===== src/rtl/rca_pkg.sv =====
// Shared constants and helpers for the pipelined ripple-carry adder.
package rca_pkg;
    localparam int DEFAULT_WIDTH     = 64;
    localparam int DEFAULT_SEG_WIDTH = 16;

    function automatic int calc_stages(input int width, input int seg_width);
        return width / seg_width;
    endfunction
endpackage


===== src/rtl/rca_segment.sv =====
// Combinational SEG_WIDTH-bit ripple-carry segment; one instance per pipeline stage.
module rca_segment
    import rca_pkg::*;
#(
    parameter int SEG_WIDTH = DEFAULT_SEG_WIDTH
) (
    input  logic [SEG_WIDTH-1:0] a,
    input  logic [SEG_WIDTH-1:0] b,
    input  logic                 cin,
    output logic [SEG_WIDTH-1:0] s,
    output logic                 cout
);
    logic carry;

    always_comb begin
        carry = cin;
        s     = '0;
        for (int i = 0; i < SEG_WIDTH; i++) begin
            s[i]  = a[i] ^ b[i] ^ carry;
            carry = (a[i] & b[i]) | (carry & (a[i] ^ b[i]));
        end
        cout = carry;
    end
endmodule


===== src/rtl/pipelined_rca.sv =====
// Pipelined ripple-carry adder, one SEG_WIDTH segment per stage, valid/ready flow control.
// Optional signed-overflow output OVF is built when PIPELINED_RCA_OVF_EN is defined.
module pipelined_rca
    import rca_pkg::*;
#(
    parameter int WIDTH     = DEFAULT_WIDTH,
    parameter int SEG_WIDTH = DEFAULT_SEG_WIDTH
) (
    input  logic             clk,
    input  logic             rst,
    input  logic             in_valid,
    output logic             in_ready,
    input  logic [WIDTH-1:0] A,
    input  logic [WIDTH-1:0] B,
    input  logic             C0,
    output logic             out_valid,
    input  logic             out_ready,
    output logic [WIDTH-1:0] S,
    output logic             C_Out
`ifdef PIPELINED_RCA_OVF_EN
    ,
    output logic             OVF
`endif
);
    localparam int STAGES = calc_stages(WIDTH, SEG_WIDTH);

    logic advance;

    assign advance  = !out_valid || out_ready;
    assign in_ready = advance;

    genvar gi;
    generate
        for (gi = 0; gi < STAGES; gi++) begin : g_stage
            // Operands still to be added (skewed); the sum accumulated so far (de-skewed).
            localparam int OP_W  = WIDTH - gi * SEG_WIDTH;
            localparam int SUM_W = (gi + 1) * SEG_WIDTH;

            logic [OP_W-1:0]      a_in;
            logic [OP_W-1:0]      b_in;
            logic                 carry_in;
            logic                 valid_in;
            logic [SEG_WIDTH-1:0] seg_sum;
            logic                 seg_cout;
            logic [SUM_W-1:0]     sum_next;
            logic [SUM_W-1:0]     sum_reg;
            logic                 carry_reg;
            logic                 valid_reg;

            if (gi == 0) begin : g_first
                assign a_in     = A;
                assign b_in     = B;
                assign carry_in = C0;
                assign valid_in = in_valid;
                assign sum_next = seg_sum;
            end else begin : g_next
                logic [OP_W-1:0] a_reg;
                logic [OP_W-1:0] b_reg;

                always_ff @(posedge clk or posedge rst) begin
                    if (rst) begin
                        a_reg <= '0;
                        b_reg <= '0;
                    end else if (advance) begin
                        a_reg <= g_stage[gi-1].a_in[OP_W+SEG_WIDTH-1:SEG_WIDTH];
                        b_reg <= g_stage[gi-1].b_in[OP_W+SEG_WIDTH-1:SEG_WIDTH];
                    end
                end

                assign a_in     = a_reg;
                assign b_in     = b_reg;
                assign carry_in = g_stage[gi-1].carry_reg;
                assign valid_in = g_stage[gi-1].valid_reg;
                assign sum_next = {seg_sum, g_stage[gi-1].sum_reg};
            end

            rca_segment #(
                .SEG_WIDTH(SEG_WIDTH)
            ) u_segment (
                .a   (a_in[SEG_WIDTH-1:0]),
                .b   (b_in[SEG_WIDTH-1:0]),
                .cin (carry_in),
                .s   (seg_sum),
                .cout(seg_cout)
            );

            always_ff @(posedge clk or posedge rst) begin
                if (rst) begin
                    valid_reg <= 1'b0;
                    carry_reg <= 1'b0;
                    sum_reg   <= '0;
                end else if (advance) begin
                    valid_reg <= valid_in;
                    carry_reg <= seg_cout;
                    sum_reg   <= sum_next;
                end
            end

`ifdef PIPELINED_RCA_OVF_EN
            // Operand sign bits ride along in the skew registers, so the last stage sees them.
            if (gi == STAGES - 1) begin : g_ovf
                logic ovf_reg;

                always_ff @(posedge clk or posedge rst) begin
                    if (rst) begin
                        ovf_reg <= 1'b0;
                    end else if (advance) begin
                        ovf_reg <= (a_in[OP_W-1] == b_in[OP_W-1]) &&
                                   (seg_sum[SEG_WIDTH-1] != a_in[OP_W-1]);
                    end
                end
            end
`endif
        end
    endgenerate

    assign out_valid = g_stage[STAGES-1].valid_reg;
    assign S         = out_valid ? g_stage[STAGES-1].sum_reg : '0;
    assign C_Out     = out_valid & g_stage[STAGES-1].carry_reg;
`ifdef PIPELINED_RCA_OVF_EN
    assign OVF       = out_valid & g_stage[STAGES-1].g_ovf.ovf_reg;
`endif
endmodule


===== config.mk =====
export PLATFORM = sky130hd
export DESIGN_NAME = pipelined_rca
export DESIGN_NICKNAME = d
export VERILOG_FILES = /design/src/rtl/rca_pkg.sv /design/src/rtl/rca_segment.sv /design/src/rtl/pipelined_rca.sv
export SDC_FILE = /design/constraint.sdc
export NUM_CORES = 1
export LEC_CHECK = 0
export ABC_AREA = 1
export CAP_MARGIN = 10
export CORE_MARGIN = 4
export CORE_UTILIZATION = 40
export CTS_CLUSTER_SIZE = 10
export DETAILED_ROUTE_END_ITERATION = 10
export HOLD_SLACK_MARGIN = 0.02
export PLACE_DENSITY = 0.72
export SYNTH_ARGS = -nofsm -noshare
export SYNTH_HDL_FRONTEND = slang
export SYNTH_SLANG_ARGS = --single-unit

===== constraint.sdc =====
create_clock -name clk -period 22 [get_ports clk]
set_input_delay 4.4 -clock clk [delete_from_list [all_inputs] [get_ports clk]]
set_output_delay 4.4 -clock clk [all_outputs]
set_load 0.005 [all_outputs]

After elaboration in Yosys (flattened, before gate mapping)
Index checks and enable logic that the tools add are counted.
{"block": "classes", "addsub": 0, "mul": 0, "div": 0, "magnitude_cmp": 0, "n_eq_ne": 0, "shifts": 0, "mux": 1, "n_bitwise": 321, "n_reduce_logical": 2}
{"operator": "$and 1x1->1", "n": 129}
{"operator": "$xor 1x1->1", "n": 128}
{"operator": "$mux 64", "n": 1}
{"operator": "$or 1x1->1", "n": 64}
{"operator": "$logic_not 1->1", "n": 1}
{"operator": "$logic_or 1x1->1", "n": 1}
{"block": "word_totals", "reg_bits": 360, "latch_bits": 0, "ramBits": 0, "mem_bits_ro": 0, "input_bits": 133, "out_inout_bits": 67, "elab_cells": 342, "mem_count": 0}

Depth between registers and ports, before layout
{"block": "depth", "depth_word": 33, "mapped_depth": 22, "mapped_depth_nobuf": 22}

By module
Synthesis repeated with hierarchy kept, for this count alone.
{"block": "unflattened", "hier_cells": 1801, "area_unflattened_um2": 16051.6}
{"module": "pipelined_rca", "instances": 1, "cells_each": 1697, "area_per_inst_um2": 14620.3, "seq_area_each_um2": 9008.6}
{"module": "rca_segment", "instances": 4, "cells_each": 26, "area_per_inst_um2": 357.8, "seq_area_each_um2": 0.0}

Worst setup path after synthesis
Ideal clock, no wire load.
{"block": "synth_timing", "kind": "input -> register", "from": "input A[0]", "to": "register g_stage[0].sum_reg[15]", "setup_ns": 0.066, "arrival_time_ns": 10.556, "required_time_ns": 21.934, "setup_slack_ns": 11.379, "stages": 22, "n_path_buf": 0, "cell_sequence": "fa_1 > inv_1 > fa_1 > inv_1 > fa_1 > fa_1 > fa_1 > fa_1 > fa_1 > fa_1 > fa_1 > fa_1 > fa_1 > fa_1 > fa_1 > fa_1 > fa_1 > inv_1 > fa_1 > inv_1 > nand2_1 > nand2_1"}
{"block": "synth_between", "elab_chain_cells": 32, "word_cells_on_any_way": 33}
{"item": "start: declaration", "line_no": "pipelined_rca.sv:13", "source": "input logic [WIDTH-1:0] A,"}
{"item": "$xor 1x1->1", "line_no": "rca_segment.sv:20", "source": "carry = (a[i] & b[i]) | (carry & (a[i] ^ b[i]));"}
{"item": "$and 1x1->1", "line_no": "rca_segment.sv:20"}
{"item": "$or 1x1->1 (*)", "line_no": "rca_segment.sv:20"}
{"item": "$and 1x1->1 (*)", "line_no": "rca_segment.sv:20"}
{"item": "$or 1x1->1 (*)", "line_no": "rca_segment.sv:20"}
{"item": "$and 1x1->1 (*)", "line_no": "rca_segment.sv:20"}
{"item": "$or 1x1->1 (*)", "line_no": "rca_segment.sv:20"}
{"item": "$and 1x1->1 (*)", "line_no": "rca_segment.sv:20"}
{"item": "[... 16 more ...]"}
{"item": "$or 1x1->1 (*)", "line_no": "rca_segment.sv:20"}
{"item": "$and 1x1->1 (*)", "line_no": "rca_segment.sv:20"}
{"item": "$or 1x1->1 (*)", "line_no": "rca_segment.sv:20"}
{"item": "$and 1x1->1 (*)", "line_no": "rca_segment.sv:20"}
{"item": "$or 1x1->1 (*)", "line_no": "rca_segment.sv:20"}
{"item": "$and 1x1->1 (*)", "line_no": "rca_segment.sv:20"}
{"item": "$or 1x1->1 (*)", "line_no": "rca_segment.sv:20"}
{"item": "$xor 1x1->1 (*)", "line_no": "rca_segment.sv:19", "source": "s[i] = a[i] ^ b[i] ^ carry;"}
{"item": "end signal: assignment", "line_no": "pipelined_rca.sv:95", "source": "sum_reg <= sum_next;"}
{"item": "end: declaration", "line_no": "pipelined_rca.sv:46", "source": "logic [SUM_W-1:0] sum_reg;"}
Every way passes the cells marked *; elsewhere a longest branch is shown, timed or not.
A chain may end at the register's enable or synchronous reset.

Worst setup path after layout
Ends and elaborated chain as after synthesis.

==> results.json <==
{
  "cts_resized": 0,
  "cp.arrival_ps": 11520,
  "yosysTopAreaCell": "dfrtp_1",
  "yosys_register_bits": 360,
  "synth_xor_area_frac": 0,
  "holdCritPathClass": "flop to flop",
  "seq_area_sq_um": 9010,
  "worstHoldStart": "g_stage[2].b_in[20]",
  "yosys-top-cells-area": "dfrtp_1 (56%), nand2_1 (18%), nand3_1 (11%)",
  "root_buffer": "clkbuf_16",
  "skew_ps": 15.3,
  "drv_cap": 0,
  "clockBufferDepth": 3,
  "min_to": "g_stage[3].b_in[4]",
  "synth_top_family_by_area": "simple AND/OR/NAND/NOR gates",
  "drive_gt1_frac": 0.0335,
  "hold_viol": 0,
  "io_buffers": 199,
  "gp_congestion": 0.757,
  "cp.required_ps": 22460,
  "nNetsFinal": 2128,
  "layout_commonest_cell": "nand2_1",
  "end_kind": "flop",
  "pre_cts_ws_ps": 10440,
  "p_per_area_nw_per_um2": 137,
  "max_freq_mhz": 90.4,
  "p_leak_nw": 10.2,
  "rr_endpoint": "g_stage[3].sum_reg[63]",
  "multiInputGateArea_sq_um": 6040,
  "yosys.area_share.simple": 0.294,
  "synth_top_area_share": 0.559,
  "dr.pass1.iters": 4,
  "cts.clk_slew.worst_paths_ps": 50,
  "netlist_area_sq_um": 16100,
  "holdPathStages": 2,
  "r2r-start": "g_stage[2].carry_reg",
  "slew_violations": 0,
  "gr-usage-met2": 0.246,
  "ys_warn_count": 0,
  "met1_usage": 0.221,
  "nFillCells": 3769,
  "cp-start-kind": "input port",
  "ant_nets": 0,
  "grt_pass1_vias": 11900,
  "cts_tree": "yes",
  "pin_count": 200,
  "top_usage_layer": "met2",
  "final.setup.worst_slack_ps": 10940,
  "rrSetupSlack_ps": 14890,
  "cts_buffers": 43,
  "dieArea_sq_um": 43600,
  "clk-insertion-delay-late_ps": 530,
  "synth_compound_area_frac": 0,
  "die_w_um": 209,
  "cts_hold_buf": 0,
  "cts_num_sinks": 360,
  "syn_to_final_growth_pct": 20.4,
  "drc": 0,
  "wl_um": 33900,
  "overflow": 0,
  "rsz0062_at_grt": "no",
  "fin_crit_sh": 0.503,
  "finalSetupViolCount": 0,
  "yosysUniqueCellTypes": 12,
  "slew_headroom": 0.264,
  "std_cell_rows": 73,
  "r2r_cells": 22,
  "vdd_drop_max_v": 0.0000790,
  "grt_pass1_wl_um": 58500,
  "core-area_sq_um": 39800,
  "status": "complete, no violations",
  "syn_nets": 1998,
  "seq_area_frac_synth": 0.559,
  "period_needed_ps": 11060,
  "tns_ps": 0,
  "crit_fanout": 1,
  "critical_path.startpoint": "A[0]",
  "synthCells": 1801,
  "antenna_found_initial": 2,
  "drt_iter0_drc": 927,
  "avgSynthCellArea_sq_um": 8.95,
  "htree_levels": 2,
  "avgRoutedWirePerCell_um": 13.7,
  "grtUsageTotal": 0.154,
  "largest_register_ffs": 160,
  "grt_max_degree": 248,
  "path_class": "input port to flop",
  "floorplan.initialDensity": 0.405,
  "die_h_um": 209,
  "final_cell_mix": "nand2_1 (784), nand3_1 (359), dfrtp_1 (359)",
  "cts_setup_buffers": 0,
  "synth_adder_area_share": 0.0795,
  "muxShareOfSynthArea": 0,
  "vias": 12000,
  "hpwl_um": 20400,
  "viasPerCell": 4.85,
  "grt_util_met3": 0.0299,
  "tightestPinTransition_ps": 1100
}
[Yosys cell counts]
| cell | instances |
|---|---|
| dfrtp_1 | 360 |
| buf_6 | 10 |
| clkbuf_1 | 11 |
| buf_1 | 5 |
| inv_1 | 107 |
| nand3_1 | 359 |
| nand2_1 | 784 |
| fa_1 | 64 |
| nand2_2 | 1 |
| buf_4 | 6 |
| buf_2 | 93 |
| inv_2 | 1 |
[critical path: stages]
cell,delay (ps)
clkdlybuf4s50_1,440
fa_1,430
inv_1,80
fa_1,150
inv_1,50
fa_1,380
fa_1,390
fa_1,400
fa_1,410
fa_1,390
fa_1,500
fa_1,420
fa_1,390
fa_1,400
fa_1,390
fa_1,410
fa_1,400
fa_1,380
inv_1,80
fa_1,410
inv_1,70
nand2_1,50
nand2_1,80
[power by group]
group / total [mW] / internal [mW] / switching (mW) / leakage, nW
Combinational: 0.905 / 0.388 / 0.517 / 5.26
Clock: 0.617 / 0.361 / 0.256 / 0.578
Sequential: 1.14 / 0.951 / 0.188 / 4.37
Total: 2.66 / 1.70 / 0.961 / 10.2
[cell families (layout without fill, tap and decap cells)]
kind of cell	count (synthesis)	after routing
DFF	360	360
and+or+nand+nor	1144	1144
other	0	1
buffers and inverters	233	375
adders and majority gates	64	64
[worst max path at each step]
stage	slack (ps)	to	cells past startpoint
after floorplan	7610	g_stage[0].carry_reg	1
after global placement	10550	g_stage[0].sum_reg[15]	23
after CTS	10930	in_ready	4
after global routing	10770	g_stage[0].sum_reg[15]	23
after detailed placement	10440	g_stage[0].sum_reg[15]	23
final	10940	g_stage[0].sum_reg[15]	23
[through the flow]
stage / cells / hold slack [ps] / total power [mW] / util / area [sq um]
3_3_place_gp: 2411 / 443 / 2.04 / 0.458 / 18200
2_1_floorplan: 1801 / 435 / 1.77 / - / 16100
6_report: 2469 / 461 / 2.66 / 0.487 / 19400
4_1_cts: 2468 / 460 / 2.71 / 0.487 / 19400
3_5_place_dp: 2411 / 454 / 2.07 / 0.458 / 18200
5_1_grt: 2469 / 485 / 2.91 / 0.487 / 19400
[layout make-up]
type                            count  share of cell area
Sequential cell                   360               0.464
Multi-Input combinational cell   1208               0.311
Timing Repair Buffer              210               0.108
Clock buffer                       53              0.0589
Tap cell                          525              0.0338
Inverter                          108              0.0217
Clock inverter                      4             0.00180
Antenna cell                        1            0.000129
[per-layer routing]
metal  vias to the layer above  routed length (um)
met5                         -                   0
met4                         0                 768
met3                        59                1520
met2                       229               16000
met1                      5838               15500
li1                       5856                   -
No activity file was read; power rests on OpenSTA's default activity.
==> edit (config.mk and constraints unchanged) <==
`DEFAULT_WIDTH`: 64 -> 96.
--- a/src/rtl/rca_pkg.sv
+++ b/src/rtl/rca_pkg.sv
@@ -2,3 +2,3 @@
 package rca_pkg;
-    localparam int DEFAULT_WIDTH     = 64;
+    localparam int DEFAULT_WIDTH     = 96;
     localparam int DEFAULT_SEG_WIDTH = 16;
Interface: changed (resized A, B and S); port bits go from 200 to 296. No check against the original RTL was run, so the function may have changed too.
==> edit against the unedited design <==
Utilization down 1.3 points. Cell area is 110% higher. Synthesized area up 120%. Sequential share of layout area up 3.6 points. Worst setup slack got worse by 0.28 ns. Sequential cell count grew 468. Clock skew is 0.00057 ns lower. Critical path depth decreased by 19. Synthesized cell count increased by 120%. Wire length up 130%. Power increased by 120%.
==> edit: results <==
[finish]
multi_input_area_um2 = 12660
fin_cells = 5277
largest_reg_flops = 336
fillerInstances = 8202
final_nets = 4378

[global_routing]
grt_max_degree = 236
gr-usage-met2 = 0.2442
grt_usage = 0.1634
antenna_found_initial = 16
grt_util_met1 = 0.2411
grt_pass1_wl_um = 130200
grt_pass1_vias = 25230
grtUsageMet3 = 0.03596

[place]
hpwl_um = 45150
place_inst = 5142
placed_cell_area_um2 = 38690
post-place-ws_ns = 10.60
port_buffers = 295
gp_congestion = 0.7665

[drt]
drt_iter0_markers = 2356
met1_length_um = 36050
wl_met2_um = 35540
viasPerCell = 4.880
highest_layer = met5
met3_length_um = 4500
first_pass_iters = 5

[sta]
holdWs_ns = 0.4566
clock_skew_ns = 0.01475
period_needed_ns = 11.34
tightest_slew_ns = 1.191

[synth]
netlist-cell-type-count = 10
avgSynthCellArea_um2 = 8.988
ys_seq_area_frac = 0.5838
synth_commonest_cells = nand2_1 (1,752), dfrtp_1 (828), nand3_1 (827)

[status]
outcome = finished, final reports clean

[min_path]
min_from = g_stage[2].b_in[59]$_DFFE_PP0P_
holdPathEnd = g_stage[3].b_in[43]$_DFFE_PP0P_

[pwr]
powerSeq_mw = 2.61
switchingPower_mw = 2.108
p_comb_frac = 0.311
clock_power_share = 0.244

[critical_path]
reg2reg_slack_ns = 14.71
crit_fanout = 160
crit_slowest_cell = nand2_8

[cts]
numCtsBuffers = 96
clk_latency_ns = 0.63
htreeDepth = 3
## edit: logic make-up after synthesis
family | share of synthesized area
adders and majority gates | 0.05415
buffers and inverters | 0.05989
and+or+nand+nor | 0.3022
DFF | 0.5838
## edit: layout make-up
cell class,count,share of cell area
Sequential cell,828,0.5000
Multi-Input combinational cell,2676,0.3054
Timing Repair Buffer,323,0.07842
Clock buffer,120,0.06408
Tap cell,1155,0.03486
Inverter,160,0.01476
Clock inverter,8,0.002143
Antenna cell,7,0.0004226
## edit: how the worst max path moves through the flow
stage	from	endpoint	cells past startpoint
3_5_place_dp	A[0]	g_stage[0].sum_reg[15]$_DFFE_PP0P_	23
2_1_floorplan	rst	g_stage[0].carry_reg$_DFFE_PP0P_	1
6_report	out_ready	in_ready	4
4_1_cts	out_ready	in_ready	4
3_3_place_gp	out_ready	in_ready	4
5_1_grt	out_ready	in_ready	4
## edit: worst max-delay path: cells and delay by family
kind	cells	cell delay [ns]
and+or+nand+nor	1	0.69
buffers and inverters	3	1.76
